File: config.mk
export PLATFORM = sky130hd
export DESIGN_NAME = pe_chain_array
export DESIGN_NICKNAME = d
export VERILOG_FILES = /design/src/rtl/pe_chain_array.sv
export SDC_FILE = /design/constraint.sdc
export NUM_CORES = 2
export LEC_CHECK = 0
export CAP_MARGIN = 10
export CORE_AREA = 2 2 280 227
export DETAILED_ROUTE_END_ITERATION = 6
export DIE_AREA = 0 0 282 229
export HOLD_SLACK_MARGIN = 0.02
export PLACE_DENSITY = 0.79
export SLEW_MARGIN = 20
export SYNTH_ARGS = -nofsm -noshare
export SYNTH_HDL_FRONTEND = slang
export SYNTH_SLANG_ARGS = --single-unit
File: constraint.sdc
create_clock -name i_clk -period 19.2 [get_ports i_clk]
set_input_delay 3.84 -clock i_clk [delete_from_list [all_inputs] [get_ports i_clk]]
set_output_delay 3.84 -clock i_clk [all_outputs]
set_load 0.01 [all_outputs]
File: src/rtl/pe_chain_array.sv
// pe_chain_array: LANES independent N-tap systolic MAC chains.
// Each lane computes o_psum = i_psum + sum_k w[k]*x[t-k] over its own delay line.
// Weights are loaded into a shadow bank and copied to the active bank on commit.
// Handshake: i_valid qualifies one sample per cycle on all lanes; there is no ready,
// every valid sample is accepted, and o_valid marks exactly one result per accepted
// sample, 2+D cycles later. o_psum/o_ovf hold their last value while o_valid is low.
module pe_chain_array #(
  parameter int XW    = 8,
  parameter int WW    = 8,
  parameter int BW1   = 16,
  parameter int N     = 4,
  parameter int LANES = 2,
  parameter int OW    = 16,
  parameter int D     = 0,
  localparam int LW   = (LANES > 1) ? $clog2(LANES) : 1,
  localparam int IW   = (N > 1) ? $clog2(N) : 1
) (
  input  logic                   i_clk,
  input  logic                   i_rst,
  input  logic                   i_valid,
  input  logic [LANES*XW-1:0]    i_x,
  input  logic [LANES*BW1-1:0]   i_psum,
  input  logic                   i_clr,
  input  logic                   i_sat,
  input  logic                   i_w_we,
  input  logic [LW-1:0]          i_w_lane,
  input  logic [IW-1:0]          i_w_idx,
  input  logic [WW-1:0]          i_w,
  input  logic                   i_w_commit,
  output logic                   o_valid,
  output logic [LANES*OW-1:0]    o_psum,
  output logic [LANES-1:0]       o_ovf
);

  localparam int PW = XW + WW;
  localparam int AW = ((BW1 > PW) ? BW1 : PW) + $clog2(N) + 1;
  // Extended width wide enough to hold both the accumulator and the OW limits.
  localparam int EW = ((AW > OW) ? AW : OW) + 1;
  localparam logic signed [EW-1:0] HI = {{(EW-OW+1){1'b0}}, {(OW-1){1'b1}}};
  localparam logic signed [EW-1:0] LO = ~HI;

  logic signed [XW-1:0]  taps_q   [LANES][N];
  logic signed [XW-1:0]  taps_d   [LANES][N];
  logic signed [WW-1:0]  shadow_q [LANES][N];
  logic signed [WW-1:0]  shadow_d [LANES][N];
  logic signed [WW-1:0]  active_q [LANES][N];
  logic signed [PW-1:0]  prod_q   [LANES][N];
  logic signed [BW1-1:0] psum1_q  [LANES];
  logic                  v1_q;

  logic [LANES*OW-1:0]   res_c;
  logic [LANES-1:0]      ovf_c;
  logic                  v2_q;
  logic [LANES*OW-1:0]   psum2_q;
  logic [LANES-1:0]      ovf2_q;

  // Next delay-line state: clear first, then shift in the new sample on i_valid.
  always_comb begin
    for (int l = 0; l < LANES; l++) begin
      for (int k = 0; k < N; k++) begin
        taps_d[l][k] = i_clr ? '0 : taps_q[l][k];
      end
      if (i_valid) begin
        taps_d[l][0] = signed'(i_x[l*XW +: XW]);
        for (int k = 1; k < N; k++) begin
          taps_d[l][k] = i_clr ? '0 : taps_q[l][k-1];
        end
      end
    end
  end

  // Next shadow bank: a same-cycle write is visible to a same-cycle commit.
  always_comb begin
    shadow_d = shadow_q;
    if (i_w_we && (32'(i_w_lane) < LANES) && (32'(i_w_idx) < N)) begin
      shadow_d[i_w_lane][i_w_idx] = signed'(i_w);
    end
  end

  // Delay lines, weight banks and stage 1 (products of post-shift taps and old active weights).
  always_ff @(posedge i_clk) begin
    if (i_rst) begin
      for (int l = 0; l < LANES; l++) begin
        for (int k = 0; k < N; k++) begin
          taps_q[l][k]   <= '0;
          shadow_q[l][k] <= '0;
          active_q[l][k] <= '0;
          prod_q[l][k]   <= '0;
        end
        psum1_q[l] <= '0;
      end
      v1_q <= 1'b0;
    end else begin
      taps_q   <= taps_d;
      shadow_q <= shadow_d;
      if (i_w_commit) begin
        active_q <= shadow_d;
      end
      v1_q <= i_valid;
      if (i_valid) begin
        for (int l = 0; l < LANES; l++) begin
          for (int k = 0; k < N; k++) begin
            prod_q[l][k] <= PW'(taps_d[l][k] * active_q[l][k]);
          end
          psum1_q[l] <= signed'(i_psum[l*BW1 +: BW1]);
        end
      end
    end
  end

  // Full-precision sum per lane, then saturate or wrap into OW bits and flag overflow.
  always_comb begin : sum_blk
    logic signed [AW-1:0] acc;
    logic signed [EW-1:0] sum_e;
    res_c = '0;
    ovf_c = '0;
    acc   = '0;
    sum_e = '0;
    for (int l = 0; l < LANES; l++) begin
      acc = AW'(psum1_q[l]);
      for (int k = 0; k < N; k++) begin
        acc = acc + AW'(prod_q[l][k]);
      end
      sum_e = EW'(acc);
      ovf_c[l] = (sum_e > HI) || (sum_e < LO);
      if (i_sat && (sum_e > HI)) begin
        res_c[l*OW +: OW] = HI[OW-1:0];
      end else if (i_sat && (sum_e < LO)) begin
        res_c[l*OW +: OW] = LO[OW-1:0];
      end else begin
        res_c[l*OW +: OW] = sum_e[OW-1:0];
      end
    end
  end

  // Stage 2 registers: data only loads with a valid sample so it holds across bubbles.
  always_ff @(posedge i_clk) begin
    if (i_rst) begin
      v2_q    <= 1'b0;
      psum2_q <= '0;
      ovf2_q  <= '0;
    end else begin
      v2_q <= v1_q;
      if (v1_q) begin
        psum2_q <= res_c;
        ovf2_q  <= ovf_c;
      end
    end
  end

  generate
    if (D == 0) begin : g_no_rt
      assign o_valid = v2_q;
      assign o_psum  = psum2_q;
      assign o_ovf   = ovf2_q;
    end else begin : g_rt
      logic                rt_v    [D];
      logic [LANES*OW-1:0] rt_psum [D];
      logic [LANES-1:0]    rt_ovf  [D];

      // Output retiming chain; each stage holds its data while its valid is low.
      always_ff @(posedge i_clk) begin
        if (i_rst) begin
          for (int i = 0; i < D; i++) begin
            rt_v[i]    <= 1'b0;
            rt_psum[i] <= '0;
            rt_ovf[i]  <= '0;
          end
        end else begin
          rt_v[0] <= v2_q;
          if (v2_q) begin
            rt_psum[0] <= psum2_q;
            rt_ovf[0]  <= ovf2_q;
          end
          for (int i = 1; i < D; i++) begin
            rt_v[i] <= rt_v[i-1];
            if (rt_v[i-1]) begin
              rt_psum[i] <= rt_psum[i-1];
              rt_ovf[i]  <= rt_ovf[i-1];
            end
          end
        end
      end

      assign o_valid = rt_v[D-1];
      assign o_psum  = rt_psum[D-1];
      assign o_ovf   = rt_ovf[D-1];
    end
  endgenerate

endmodule

==> run summary <==
========================================================================================================
Boundary pin count                                                                                   101
Worst setup timing slack at the placement stage                                                  8970 ps
Post-Route WL                                                                                    84.5 mm
Final non-filler cell area                                                                   41,100 um^2
Via count of the first global-routing pass                                                        26,553
Worst Path Arrival                                                                               9860 ps
Flop pwr share                                                                                     34.3%
Synthesis-to-finish area growth                                                                    8.25%
TritonCTS Buffers                                                                                     44
Commonest non-fill, non-tap cell in the layout                                                     inv_1
Headroom to the max-slew limit                                                                     27.9%
Outcome                                                                                        completed
Setup skew after layout                                                                          20.3 ps
Share of synthesized area occupied by flip-flops and latches                                       24.7%
Average routed wire per standard cell                                                            17.5 um
Startpoint of the worst register-to-register path                                             taps_q[13]
Final worst setup slack                                                                          9680 ps
Gate family responsible for the most delay along the worst path                              adder cells
Fin crit share                                                                                     49.6%
Post-Syn Area per Cell                                                                         9.67 um^2
Wire length of the first global-routing pass                                                      141 mm
Std-Cell Core Area                                                                           61,900 um^2
Post-CTS Setup Bufs                                                                                    0
Final setup viols                                                                                      0
Peak supply drop                                                                             0.0000530 V
Number of max-slew violations in the final report                                                      0
Number of cells on the worst hold path                                                                 2
Setup TNS Final                                                                                     0 ps
Post-layout utilization of the core                                                                66.4%
Final Hold Violating Endpoints                                                                         0
Cells after Synth                                                                                  3,925
Share of synthesized registers carrying an async set or reset                                         0%
Vias                                                                                              26,150
Portion of total power attributed to combinational logic                                           33.9%
Initial DRC count                                                                                  2,351
Final-stage net count                                                                              4,831
DR vias/cell                                                                                        5.42
Maxcap violations                                                                                      0
Count of instances resized after the clock tree is built                                               0
Power per Cell Area                                                                         67.9 nW/um^2
Lkg Pwr                                                                                          18.8 nW
Antenna cell count                                                                                     0
Register-to-Register Path Depth                                                                       18
Post-CTS clock slew at the launch and capture registers of the worst setup and hold paths          70 ps
Sinks on the clock net                                                                               388
Chip height                                                                                       229 um
Grt total ovfl                                                                                         0
Share of layout cells above drive strength 1                                                       3.11%
Count of warnings emitted by yosys                                                                     0
Post-CTS Hold Buffers                                                                                  0
Internal power                                                                                   1.82 mW
Buffer depth of the longest clock path                                                                 3
Biggest fanout along the worst timing path                                                            48
Commonest cells after routing, fill and taps aside                                          inv_1 (809), fa_1 (540), and2_1 (330), nor2_1 (323), ha_1 (270)
Drt first pass iters                                                                                   5
Count of flip-flops with a built-in enable after synthesis                                           160
Most frequently used flop master after synthesis                                                 dfxtp_1
Startpoint type of the worst setup path                                                       input port
Required arrival time at the worst endpoint                                                    19,540 ps
Die outline area                                                                             64,600 um^2
Fraction of power spent switching nets                                                             34.9%
CP Capture Type                                                                                flip-flop
Most frequent cell on the critical path                                                             fa_1
Worst-margin pin slew                                                                            1080 ps
Chain of cells forming the critical path                                                    buf_4, buf_4, nor2_4, a22oi_1, nor2b_1, fa_1, inv_1, fa_1, fa_1, fa_1, inv_1, ha_1, a21oi_1, nand2b_1, a21boi_0, o41ai_1, o21ai_0, xor2_1, and2_1
Class of the most critical hold timing path                                                 flip-flop to flip-flop
Total nets after synthesis                                                                         4,801
Destination of the worst hold path                                                              o_ovf[0]
Worst Min Path Start                                                                            o_ovf[0]
Part of the power in the clock network                                                             31.8%
Buf+Inv Stages, Crit Path                                                                              4
Number of placement rows                                                                              82
Number of antenna violations at the first check in global routing                                      4
WS Path Type                                                                                input port to flip-flop
Post-route ant nets                                                                                    0
Net switching power                                                                               973 uW
Most area-hungry cell type in the Yosys netlist                                                     fa_1
Largest net degree at the start of global routing                                                    111
Fraction of synthesized cell area taken by the top area cell type                                  28.5%
Max Fclk                                                                                       0.105 GHz
Placement-stage cell area                                                                    39,600 um^2
Clock H-tree levels                                                                                    2
Starting density of the core                                                                       61.4%
Clock tree from TritonCTS                                                                            yes
Layout filler cell count                                                                           4,879
Highest cell delay on the worst timing path                                                       680 ps
X dimension of the die                                                                            282 um
Leading post-synthesis cells by cell area                                                   fa_1 (28%), edfxtp_1 (13%), dfxtp_1 (12%), ha_1 (8.9%), inv_1 (8.0%)
Register-to-register path setup slack                                                          13,900 ps
DRC violation count after routing                                                                      0
Total GRT Usage                                                                                    27.5%
Min cycle time layout                                                                            9520 ps
CP max stage cell                                                                                a22oi_1
Flop and latch count out of synthesis                                                                388
Buffers added on ports                                                                               100
Terminus of the critical flop-to-flop path                                                  prod_q[1][30]
CTS root buf                                                                                   clkbuf_16
Latest clock arrival within the worst-skew pair                                                   580 ps
Synth Cell Area                                                                              38,000 um^2
HPWL reported at the end of detailed placement                                                   67.0 mm
RSZ-0062 raised after global routing                                                               false
Global placer's final weighted congestion                                                          0.903
Number of distinct standard cells referenced by the synthesized netlist                               80
========================================================================================================
## synthesized netlist by cell type, types with 4 or more instances
| cell type | instances |
|---|---|
| nand2b_1 | 26 |
| edfxtp_1 | 160 |
| o21bai_1 | 5 |
| o21ai_1 | 7 |
| xnor2_1 | 93 |
| inv_1 | 810 |
| o21ai_0 | 99 |
| nor2b_1 | 64 |
| buf_1 | 9 |
| dfxtp_1 | 228 |
| o41ai_1 | 4 |
| buf_6 | 4 |
| clkbuf_1 | 107 |
| mux2i_1 | 118 |
| a21oi_1 | 65 |
| a211oi_2 | 12 |
| fa_1 | 540 |
| nor3_1 | 81 |
| nor2_1 | 324 |
| nand4_1 | 4 |
| nand3b_1 | 9 |
| nand2_1 | 215 |
| or2_2 | 4 |
| a22oi_1 | 16 |
| ha_1 | 270 |
| o211ai_1 | 10 |
| nor3b_1 | 10 |
| and2_1 | 330 |
| and3_1 | 15 |
| xor2_1 | 38 |
| a41oi_1 | 4 |
| a211o_1 | 4 |
| a21o_1 | 41 |
| o21a_1 | 8 |
| buf_2 | 5 |
| a31oi_1 | 11 |
| nand3_1 | 10 |
| a211oi_1 | 85 |
| a21boi_0 | 16 |
| a22o_1 | 8 |
## state kept, by name, indices dropped and copies added (netlist names)
register  flops
active_q     64
o_valid       1
taps_q       64
o_ovf         2
prod_q      128
v1_q          1
shadow_q     64
psum1_q      32
o_psum       32
## through the flow
stage / cells / hold slack [ps] / power (mW)
5_1_grt: 4828 / 502 / 2.95
4_1_cts: 4827 / 477 / 2.80
3_5_place_dp: 4748 / 469 / 1.90
2_1_floorplan: 3925 / 456 / 1.66
6_report: 4828 / 475 / 2.79
3_3_place_gp: 4748 / 467 / 1.88
## routing by layer
metal	global-route usage [%]	vias up	wire length (um)
li1	-	12375	-
met1	42.4	12906	39700
met2	40.4	780	36200
met3	5.54	89	7180
met4	5.17	0	1350
met5	0	-	0
## kinds of logic after synthesis
group | Yosys count | share of synthesized area, %
AOI/OAI and AO/OA | 424 | 7.64
and+or+nand+nor | 1113 | 14.7
buffers and inverters | 940 | 9.46
muxes | 119 | 3.14
xor gates and xnor gates | 131 | 3.02
DFF | 388 | 24.7
adders and majority gates | 810 | 37.4
## final cells by class
class / count / area [um^2] / area share [%]
Multi-Input combinational cell: 2597 / 25000 / 60.9
Clock buffer: 59 / 1250 / 3.04
Timing Repair Buffer: 114 / 1120 / 2.72
Sequential cell: 388 / 9370 / 22.8
Tap cell: 840 / 1050 / 2.56
Clock inverter: 20 / 250 / 0.609
Inverter: 810 / 3040 / 7.40
## power groups by stage
stage | Combinational (mW) | Clock [mW] | Sequential (mW)
6_report | 0.947 | 0.888 | 0.957
5_1_grt | 1.06 | 0.931 | 0.962
4_1_cts | 0.940 | 0.900 | 0.956
3_5_place_dp | 0.927 | 0 | 0.973
3_3_place_gp | 0.909 | 0 | 0.972
2_1_floorplan | 0.704 | 0 | 0.956
## tightest hold or removal path, cell delays in order (launching register included)
cell and delay (ps):
dfxtp_1 310, nand2_1 60, o21ai_0 60
## how the worst max path moves through the flow
stage                       start  depth (start not counted)  slack [ps]       endpoint
after floorplan           i_valid                         21       10120  prod_q[0][15]
after global placement    i_valid                         20        9180  prod_q[0][61]
after detailed placement  i_valid                         19        8970  prod_q[0][61]
after CTS                 i_valid                         19        9580  prod_q[0][61]
after global routing      i_valid                         19        9320  prod_q[0][63]
final                     i_valid                         19        9680  prod_q[0][61]
No activity file was read; power rests on OpenSTA's default activity.
